[config.mk]
export PLATFORM = sky130hd
export DESIGN_NAME = ftps_stroke_tracker
export DESIGN_NICKNAME = d
export VERILOG_FILES = /design/src/rtl/ftps_stroke_tracker.sv
export SDC_FILE = /design/constraint.sdc
export NUM_CORES = 1
export LEC_CHECK = 0
export BUFFER_PORTS_ARGS = -buffer_cell sky130_fd_sc_hd__buf_2
export CAP_MARGIN = 0
export CELL_PAD_IN_SITES_DETAIL_PLACEMENT = 0
export CELL_PAD_IN_SITES_GLOBAL_PLACEMENT = 1
export CORE_ASPECT_RATIO = 2
export CORE_MARGIN = 5
export CORE_UTILIZATION = 58
export CTS_BUF_LIST = sky130_fd_sc_hd__clkbuf_4 sky130_fd_sc_hd__clkbuf_8
export CTS_CLUSTER_DIAMETER = 120
export CTS_CLUSTER_SIZE = 20
export DETAILED_ROUTE_END_ITERATION = 10
export HOLD_SLACK_MARGIN = 0.03
export PLACE_DENSITY = 0.85
export SLEW_MARGIN = 20
export SYNTH_ARGS = -nofsm -noshare
export SYNTH_HDL_FRONTEND = slang
export SYNTH_SLANG_ARGS = --single-unit
[constraint.sdc]
create_clock -name pclk -period 5.8 [get_ports pclk]
set_input_delay 0.29 -clock pclk [delete_from_list [all_inputs] [get_ports pclk]]
set_output_delay 0.29 -clock pclk [all_outputs]
set_load 0.02 [all_outputs]
[src/rtl/ftps_stroke_tracker.sv]
// Fingertip stroke tracker: smooths fingertip points, rejects jumps,
// tracks pen state and queues stroke points / end markers in a FIFO.
module ftps_stroke_tracker #(
  parameter int ARM_FRAMES = 4,
  parameter int END_FRAMES = 8,
  parameter int MAX_JUMP   = 40,
  parameter int FIFO_DEPTH = 64
) (
  input  logic       pclk,
  input  logic       reset,
  input  logic [8:0] x_in,
  input  logic [7:0] y_in,
  input  logic       pt_valid,
  output logic [8:0] out_x,
  output logic [7:0] out_y,
  output logic       out_end,
  output logic       out_valid,
  input  logic       out_ready,
  output logic       stroke_active,
  output logic       overflow,
  output logic [6:0] fifo_count
);

  localparam int AW = $clog2(FIFO_DEPTH);
  localparam logic [7:0] ARM_N = 8'(ARM_FRAMES);
  localparam logic [7:0] END_N = 8'(END_FRAMES);
  localparam logic [9:0] JMAX  = 10'(MAX_JUMP);
  localparam logic [6:0] FULL  = 7'(FIFO_DEPTH);

  typedef enum logic [1:0] {IDLE, ARM, DRAW, LOST} state_t;

  state_t     state_q, state_d;
  logic [7:0] arm_q, arm_d;
  logic [7:0] lost_q, lost_d;
  logic [8:0] hx_q [4];
  logic [8:0] hx_d [4];
  logic [7:0] hy_q [4];
  logic [7:0] hy_d [4];
  logic       pt_q, pt_d;
  logic       pe_q, pe_d;
  logic       act_q, act_d;

  logic       rq_pt_q, rq_pt_d;
  logic       rq_end_q, rq_end_d;
  logic [8:0] rx_q, rx_d;
  logic [7:0] ry_q, ry_d;

  logic [17:0]   mem_q [FIFO_DEPTH];
  logic [AW-1:0] wp_q, wp_d;
  logic [AW-1:0] rp_q, rp_d;
  logic [6:0]    cnt_q, cnt_d;
  logic          pend_q, pend_d;
  logic          ovf_q, ovf_d;
  logic          wr;
  logic [17:0]   wdata;

  logic              present;
  logic              accept;
  logic signed [9:0] dx, dy;
  logic [9:0]        adx, ady, jump;
  logic              do_push, do_end;
  logic [10:0]       sx;
  logic [9:0]        sy;
  logic              pop, room;
  logic [17:0]       head;

  assign present = pt_valid && !(x_in == 9'd0 && y_in == 8'd0);
  assign dx   = $signed({1'b0, x_in}) - $signed({1'b0, hx_q[0]});
  assign dy   = $signed({2'b0, y_in}) - $signed({2'b0, hy_q[0]});
  assign adx  = dx[9] ? 10'(-dx) : 10'(dx);
  assign ady  = dy[9] ? 10'(-dy) : 10'(dy);
  assign jump = adx + ady;
  assign accept = present && !(state_q == DRAW && jump > JMAX);

  // Pen-state FSM and raw point history, advanced on each frame pulse
  always_comb begin
    state_d = state_q;
    arm_d   = arm_q;
    lost_d  = lost_q;
    hx_d    = hx_q;
    hy_d    = hy_q;
    pt_d    = 1'b0;
    pe_d    = 1'b0;
    act_d   = (state_q == DRAW) || (state_q == LOST);
    do_push = 1'b0;
    do_end  = 1'b0;
    if (pt_valid) begin
      unique case (state_q)
        IDLE: begin
          if (present) begin
            state_d = ARM;
            arm_d   = 8'd1;
            do_push = 1'b1;
          end
        end
        ARM: begin
          if (present) begin
            do_push = 1'b1;
            arm_d   = arm_q + 8'd1;
            if (arm_q + 8'd1 == ARM_N) begin
              state_d = DRAW;
              arm_d   = 8'd0;
              lost_d  = 8'd0;
              pt_d    = 1'b1;
            end
          end else begin
            state_d = IDLE;
            arm_d   = 8'd0;
          end
        end
        DRAW: begin
          if (accept) begin
            do_push = 1'b1;
            pt_d    = 1'b1;
            lost_d  = 8'd0;
          end else if (END_N == 8'd1) begin
            do_end = 1'b1;
          end else begin
            state_d = LOST;
            lost_d  = 8'd1;
          end
        end
        LOST: begin
          if (accept) begin
            do_push = 1'b1;
            pt_d    = 1'b1;
            state_d = DRAW;
            lost_d  = 8'd0;
          end else if (lost_q + 8'd1 == END_N) begin
            do_end = 1'b1;
          end else begin
            lost_d = lost_q + 8'd1;
          end
        end
        default: state_d = IDLE;
      endcase
    end
    if (do_push) begin
      for (int i = 3; i > 0; i--) begin
        hx_d[i] = hx_q[i-1];
        hy_d[i] = hy_q[i-1];
      end
      hx_d[0] = x_in;
      hy_d[0] = y_in;
    end
    if (do_end) begin
      for (int i = 0; i < 4; i++) begin
        hx_d[i] = 9'd0;
        hy_d[i] = 8'd0;
      end
      state_d = IDLE;
      lost_d  = 8'd0;
      arm_d   = 8'd0;
      pe_d    = 1'b1;
    end
  end

  // Averaging stage: truncated 4-point mean of the updated history
  always_comb begin
    sx = 11'(hx_q[0]) + 11'(hx_q[1]) + 11'(hx_q[2]) + 11'(hx_q[3]);
    sy = 10'(hy_q[0]) + 10'(hy_q[1]) + 10'(hy_q[2]) + 10'(hy_q[3]);
    rq_pt_d  = pt_q;
    rq_end_d = pe_q;
    rx_d = pe_q ? 9'd0 : 9'(sx >> 2);
    ry_d = pe_q ? 8'd0 : 8'(sy >> 2);
  end

  // FIFO write arbitration; end markers wait in a pending slot when full
  always_comb begin
    pop    = out_valid && out_ready;
    room   = (cnt_q != FULL) || pop;
    wr     = 1'b0;
    wdata  = 18'd0;
    pend_d = pend_q;
    ovf_d  = ovf_q;
    if (pend_q) begin
      if (room) begin
        wr     = 1'b1;
        wdata  = {1'b1, 17'd0};
        pend_d = rq_end_q;
      end
      if (rq_pt_q) ovf_d = 1'b1;
    end else if (rq_end_q) begin
      if (room) begin
        wr    = 1'b1;
        wdata = {1'b1, 17'd0};
      end else begin
        pend_d = 1'b1;
      end
    end else if (rq_pt_q) begin
      if (room) begin
        wr    = 1'b1;
        wdata = {1'b0, ry_q, rx_q};
      end else begin
        ovf_d = 1'b1;
      end
    end
    cnt_d = cnt_q + 7'(wr) - 7'(pop);
    wp_d  = wp_q + AW'(wr);
    rp_d  = rp_q + AW'(pop);
  end

  // All control and pipeline state
  always_ff @(posedge pclk) begin
    if (reset) begin
      state_q  <= IDLE;
      arm_q    <= 8'd0;
      lost_q   <= 8'd0;
      for (int i = 0; i < 4; i++) begin
        hx_q[i] <= 9'd0;
        hy_q[i] <= 8'd0;
      end
      pt_q     <= 1'b0;
      pe_q     <= 1'b0;
      act_q    <= 1'b0;
      rq_pt_q  <= 1'b0;
      rq_end_q <= 1'b0;
      rx_q     <= 9'd0;
      ry_q     <= 8'd0;
      wp_q     <= '0;
      rp_q     <= '0;
      cnt_q    <= 7'd0;
      pend_q   <= 1'b0;
      ovf_q    <= 1'b0;
    end else begin
      state_q  <= state_d;
      arm_q    <= arm_d;
      lost_q   <= lost_d;
      hx_q     <= hx_d;
      hy_q     <= hy_d;
      pt_q     <= pt_d;
      pe_q     <= pe_d;
      act_q    <= act_d;
      rq_pt_q  <= rq_pt_d;
      rq_end_q <= rq_end_d;
      rx_q     <= rx_d;
      ry_q     <= ry_d;
      wp_q     <= wp_d;
      rp_q     <= rp_d;
      cnt_q    <= cnt_d;
      pend_q   <= pend_d;
      ovf_q    <= ovf_d;
    end
  end

  // FIFO storage; contents are masked at the outputs while empty
  always_ff @(posedge pclk) begin
    if (wr) mem_q[wp_q] <= wdata;
  end

  assign head          = mem_q[rp_q];
  assign out_valid     = cnt_q != 7'd0;
  assign out_x         = out_valid ? head[8:0] : 9'd0;
  assign out_y         = out_valid ? head[16:9] : 8'd0;
  assign out_end       = out_valid ? head[17] : 1'b0;
  assign fifo_count    = cnt_q;
  assign overflow      = ovf_q;
  assign stroke_active = act_q;

endmodule

Word-level counts from Yosys, hierarchy flattened
Memory sizes are Yosys's and may differ from the RTL's. A register that Yosys moved wholly into a read port is not among the register bits.
Index checks and enable logic that the tools add are counted.
- $add $sub $neg: 17
- magnitude comparators: 1
- equal/unequal tests: 16
- muxes and demuxes: 54
- bitwise gates (word level): 1
- reductions and logical operators: 25
- operator list (kind ; number):
    $mux 8 ; 8
    $mux 18 ; 3
    $mux 17 ; 2
    $mux 1 ; 27
    $pmux 8 s3 ; 1
    $mux 10 ; 2
    $add 8x1->8 const B ; 2
    $pmux 8 s2 ; 1
    $ne 2x2->1 const B ; 7
    $add 6x1->6 ; 2
    $add 10x9->11 ; 1
    $add 11x9->11 ; 1
    $add 10x10->10 ; 1
    $add 10x8->10 ; 1
    $add 9x8->10 ; 1
    $add 9x9->10 ; 1
    $gt 10x6->1 const B ; 1
    $mux 2 ; 5
    $neg 10->10 ; 1
    $neg 9->10 ; 1
    $reduce_and 5->1 ; 2
    $reduce_or 2->1 ; 5
    $sub 9x9->10 ; 1
    $add 8x8->9 ; 1
    other kinds (26) ; 36
- flip-flop bits (word level): 129
- bits in writable memories: 1152
- input bits: 21
- word-level logic and storage cells: 138
- memories: 1
- memories (memory ; depth ; width ; rd ports ; clocked after memory_dff ; write ports ; RTL line ; text):
    mem_q ; 64 ; 18 ; 1 ; 1 ; 1 ; 48 ; logic [17:0] mem_q [FIFO_DEPTH];

Depth between registers and ports, before layout
- word-level depth: 12
- depth in mapped cells: 23
- depth with buffers taken out: 21

Worst setup path after synthesis
Ideal clock, no wire load.
- path type: register to register
- start point: register hy_q[24] in the netlist's numbering
- end point: register lost_q[0]
- arrival: 4631 ps
- required time: 5683 ps
- setup slack: 1052 ps
- stages on the path, launching flop included: 23
- period minus slack after synthesis: 4748 ps
- path through: dfxtp_1 ha_1 inv_1 fa_1 a21o_1 a21oi_1 o21bai_1 a21oi_1 o21bai_1 a21o_1 mux2_2 inv_1 fa_1 xnor2_1 nor3b_2 o22ai_1 a221o_1 a2111oi_0 o211ai_2 o22a_4 buf_12 buf_12 a32o_1
- cells in the longest elaborated chain, start to end: 12
- elaborated cells on any way between the ends: 17
- those cells by class: add/sub: 3; order compare: 1; eq/ne: 1; mux: 7; reduce/logical: 5
- RTL lines (item ; RTL line ; text):
    from (decl) ; 37 ; logic [7:0] hy_q [4];
    from (signal assigned) ; 230 ; hy_q <= hy_d;
    $sub 8x8->9 (*) ; 69 ; assign dy = $signed({2'b0, y_in}) - $signed({2'b0, hy_q[0]});
    $neg 9->10 ; 71 ; assign ady = dy[9] ? 10'(-dy) : 10'(dy);
    $mux 10 (*) ; 71 ;
    $add 10x10->10 (*) ; 72 ; assign jump = adx + ady;
    $gt 10x6->1 (*) ; 73 ; assign accept = present && !(state_q == DRAW && jump > JMAX);
    $logic_and 1x1->1 (*) ; 73 ;
    $logic_not 1->1 (*) ; 73 ;
    $logic_and 1x1->1 (*) ; 73 ;
    $mux 1 ; 124 ; if (accept) begin
    $mux 1 ; 88 ; unique case (state_q)
    $mux 1 ; 87 ; if (pt_valid) begin
    $reduce_or 2->1 (no source line) ; -- ;
    to (signal assigned) ; 228 ; lost_q <= lost_d;
    to (decl) ; 34 ; logic [7:0] lost_q, lost_d;
Every way passes the cells marked *; elsewhere a longest branch is shown, timed or not.
A chain may end at the register's enable or synchronous reset.

Worst setup path after layout
- start point: register hy_q[24] in the netlist's numbering
- end point: register hx_q[18] in the netlist's numbering
- cells in the longest elaborated chain, start to end: 12
- elaborated cells on any way between the ends: 15
- those cells by class: add/sub: 3; order compare: 1; mux: 7; reduce/logical: 4
- RTL lines (item ; RTL line ; text):
    $sub 8x8->9 (*) ; 69 ;
    $neg 9->10 ; 71 ;
    $mux 10 (*) ; 71 ;
    $add 10x10->10 (*) ; 72 ;
    $gt 10x6->1 (*) ; 73 ;
    $logic_and 1x1->1 (*) ; 73 ;
    $logic_not 1->1 (*) ; 73 ;
    $logic_and 1x1->1 (*) ; 73 ;
    $mux 1 ; 124 ;
    $mux 1 ; 88 ;
    $mux 1 ; 87 ;
    $reduce_or 2->1 (no source line) ; -- ;
    to (signal, indexed assignment) ; 210 ; hx_q[i] <= 9'd0;
    to (signal assigned) ; 229 ; hx_q <= hx_d;
    to (decl) ; 35 ; logic [8:0] hx_q [4];
Marks and branches as above.

==> results.toml <==
[floorplan]
dieWidth_um = 222
initial_core_util = 0.585
die_h_um = 434
fp.dieArea_um2 = 96400
core_um2 = 89200
rows = 155
io_pins = 49

[clocking]
clock_sinks = 1281
clockRootBuffer = "clkbuf_8"
clockBufferDepth = 3
htree_levels = 3
clk_pin_slew_ps = 130
cts_tree = "yes"
ctsResizeCount = 0
cts_buffers = 74
insertion_delay_ps = 780

[critical_path]
crit_chain = "ha_1 > inv_1 > fa_1 > a21o_1 > a21oi_1 > o21bai_1 > a21oi_1 > o21bai_1 > a21o_1 > mux2_2 > inv_1 > fa_1 > xnor2_1 > nor3b_2 > o22ai_1 > a221o_1 > a2111oi_0 > o211ai_2 > o22a_4 > buf_12 > mux2i_1"
crit_buf_inv = 3
startpoint_type = "flip-flop"
critPathCaptureType = "flip-flop"
crit_type = "reg2reg"
arrival_ps = 5960
cp.required_ps = 6450
cp_slowest_cell = "a2111oi_0"
path_delay_family = "compound AO/OA/AOI/OAI gates"
crit_fanout = 36
slowest_delay_ps = 480

[logic_synthesis]
synth.area.mux_share = 0.177
yosysWarnings = 0
synth_area_um2 = 52200
syn_nets = 2750
synth_top_family_by_area = "multiplexers"
synth.most_common_cell = "edfxtp_1"
synth_fa_ha_area_frac = 0.0289
yosysTopAreaCell = "edfxtp_1"
synth_compound_area_frac = 0.0183
synth-seq-area-share = 0.713
yosys-top-cells-count = "edfxtp_1 (1152), mux4_2 (378), nor2_1 (136)"
ys.flop_type = "edfxtp_1"
synth_edf_count = 1152
synthArstFlopShare = 0
ys_types = 68
yosys-top-cells-area = "edfxtp_1 (66%), mux4_2 (16%), dfxtp_1 (5.0%)"
synth_top_area_share = 0.663
yosys.area_share.simple = 0.0386
syn_inst = 2632
avgSynthCellArea_um2 = 19.8
ys_seq_elements = 1281
yosys.area_share.xor_xnor = 0.00756

[timing]
period_needed_ps = 5310
slew_headroom = 0.297
rsz0062_at_grt = "false"
worstMarginPinSlew_ps = 1050
setup-tns-final_ps = 0
final_hold_viol_count = 0
setup_viol = 0
fmax_mhz = 188
timing.final.crit_share = 0.915
finClkSkew_ps = 57.9
drv_slew = 0

[global_routing]
grt_max_degree = 88
grt_usage = 0.246
grt_pass1_vias = 26656
antenna_found_initial = 5
grt-ovfl-total = 0
grt_pass1_wl_mm = 173

[cells_and_area]
layout-drive-gt1-share = 0.243
fill_cells = 6083
fin_cells = 3956
area_growth_pct = 6.80
fin_area_um2 = 55700
layout.nets = 2861
ff_latch_area_um2 = 37200
final_util = 0.625
multiInputGateArea_um2 = 14200

[placement]
dp_cells = 3824
gp_congestion = 0.862
io_buffers = 48
hpwlAfterDp_mm = 74.8
dpl_cell_area_um2 = 54200

[job]
drv_cap = 0

[status]
status = "completed"

[drt]
drc = 0
via_per_inst = 6.35
drtPass1Iterations = 5
vias = 25116
drt_iter0_markers = 2660
totalWireLength_mm = 116
final_antenna_net_count = 0
wl_per_cell_um = 29.4

[min_path]
min_path_type = "in2reg"

[power]
power.density_nw_per_um2 = 310
vdd_drop_max_v = 0.000293
leakage_uw = 0.0188
total_power_uw = 17300
[path summary, 6_finish.rpt]
path,end,slack [ps],depth (start not counted),from
worst max-delay path,hx_q[18],490,21,hy_q[24]
worst min register to register,rq_pt_q,450,1,pt_q
worst min-delay path,hx_q[33],310,4,x_in[6]
worst max register to register,hx_q[18],490,21,hy_q[24]
[where the power goes]
| part | internal, uW | total, uW | switching, uW |
|---|---|---|---|
| registers | 9970 | 10100 | 159 |
| logic | 1420 | 3070 | 1660 |
| clock network | 1400 | 4060 | 2660 |
[per-stage QoR]
step                setup WS (ps)  hold WS (ps)
floorplan                    1050           414
global placement              398           447
detailed placement            460           456
CTS                           474           217
global route                  172           273
finish                        491           314
[repair_timing]
action,4_1_cts,5_1_grt
setup buffers,0,0
hold buffers,20,0
endpoints found under the hold margin,44,0
[cells in the final DEF (no fill, tap or decap), types with 5 or more instances in the layout]
master / netlist / routed
edfxtp_1: 1152 / 1152
mux4_2: 378 / 378
nor2_1: 136 / 128
dfxtp_1: 129 / 125
nand2_1: 121 / 121
buf_4: 0 / 78
clkbuf_8: 0 / 75
mux2i_1: 69 / 69
inv_1: 68 / 68
ha_1: 59 / 59
buf_2: 25 / 48
a21oi_1: 45 / 44
nor2b_1: 39 / 39
fa_1: 38 / 38
o21ai_0: 32 / 32
xnor2_1: 31 / 31
clkbuf_4: 0 / 28
dlygate4sd3_1: 0 / 20
nand3_1: 18 / 18
a21o_1: 17 / 17
and2_4: 0 / 16
xor2_1: 14 / 14
nor3_1: 13 / 13
buf_12: 8 / 12
or3_1: 11 / 11
nand2b_1: 10 / 10
a31oi_1: 8 / 8
and3_1: 8 / 8
nand3b_1: 6 / 6
o21ai_1: 5 / 5
nor4_1: 5 / 5
o21a_1: 5 / 5
nor3b_1: 5 / 5
[sequential cells by signal, indices dropped and copies added (netlist names)]
signal         count
mem_q           1152
hx_q              36
hy_q              32
rx_q               9
arm_q              8
lost_q             8
ry_q               8
fifo_count         7
rp_q               6
wp_q               6
state_q            2
overflow           1
pe_q               1
pend_q             1
pt_q               1
rq_end_q           1
rq_pt_q            1
stroke_active      1
[cell families after synthesis]
kind of cell | after synthesis
compound gates | 147
xor+xnor | 45
fa+ha+maj | 98
buf+inv | 191
flops | 1281
mux | 450
simple gates | 420
[routing by layer]
layer	wire, um	vias up	track usage
li1	-	10723	-
met5	46	-	0
met4	5840	8	0.103
met2	65400	962	0.464
met1	38200	13186	0.278
met3	7050	237	0.0364
[layout make-up]
cell class / count / share of cell area
multi-input cells: 1160 / 0.255
clock buffers: 103 / 0.0223
flip-flops and latches: 1281 / 0.668
diodes: 2 / 0.0000898
inverters: 68 / 0.00458
clock inverters: 7 / 0.00121
well taps: 1177 / 0.0264
repair buffers: 158 / 0.0227
[tightest hold or removal path, delay by kind of cell]
family,cells,cell delay [ps]
and+or+nand+nor,1,50
buffers and inverters,2,670
muxes,1,50
(Power assumes the default switching activity.)
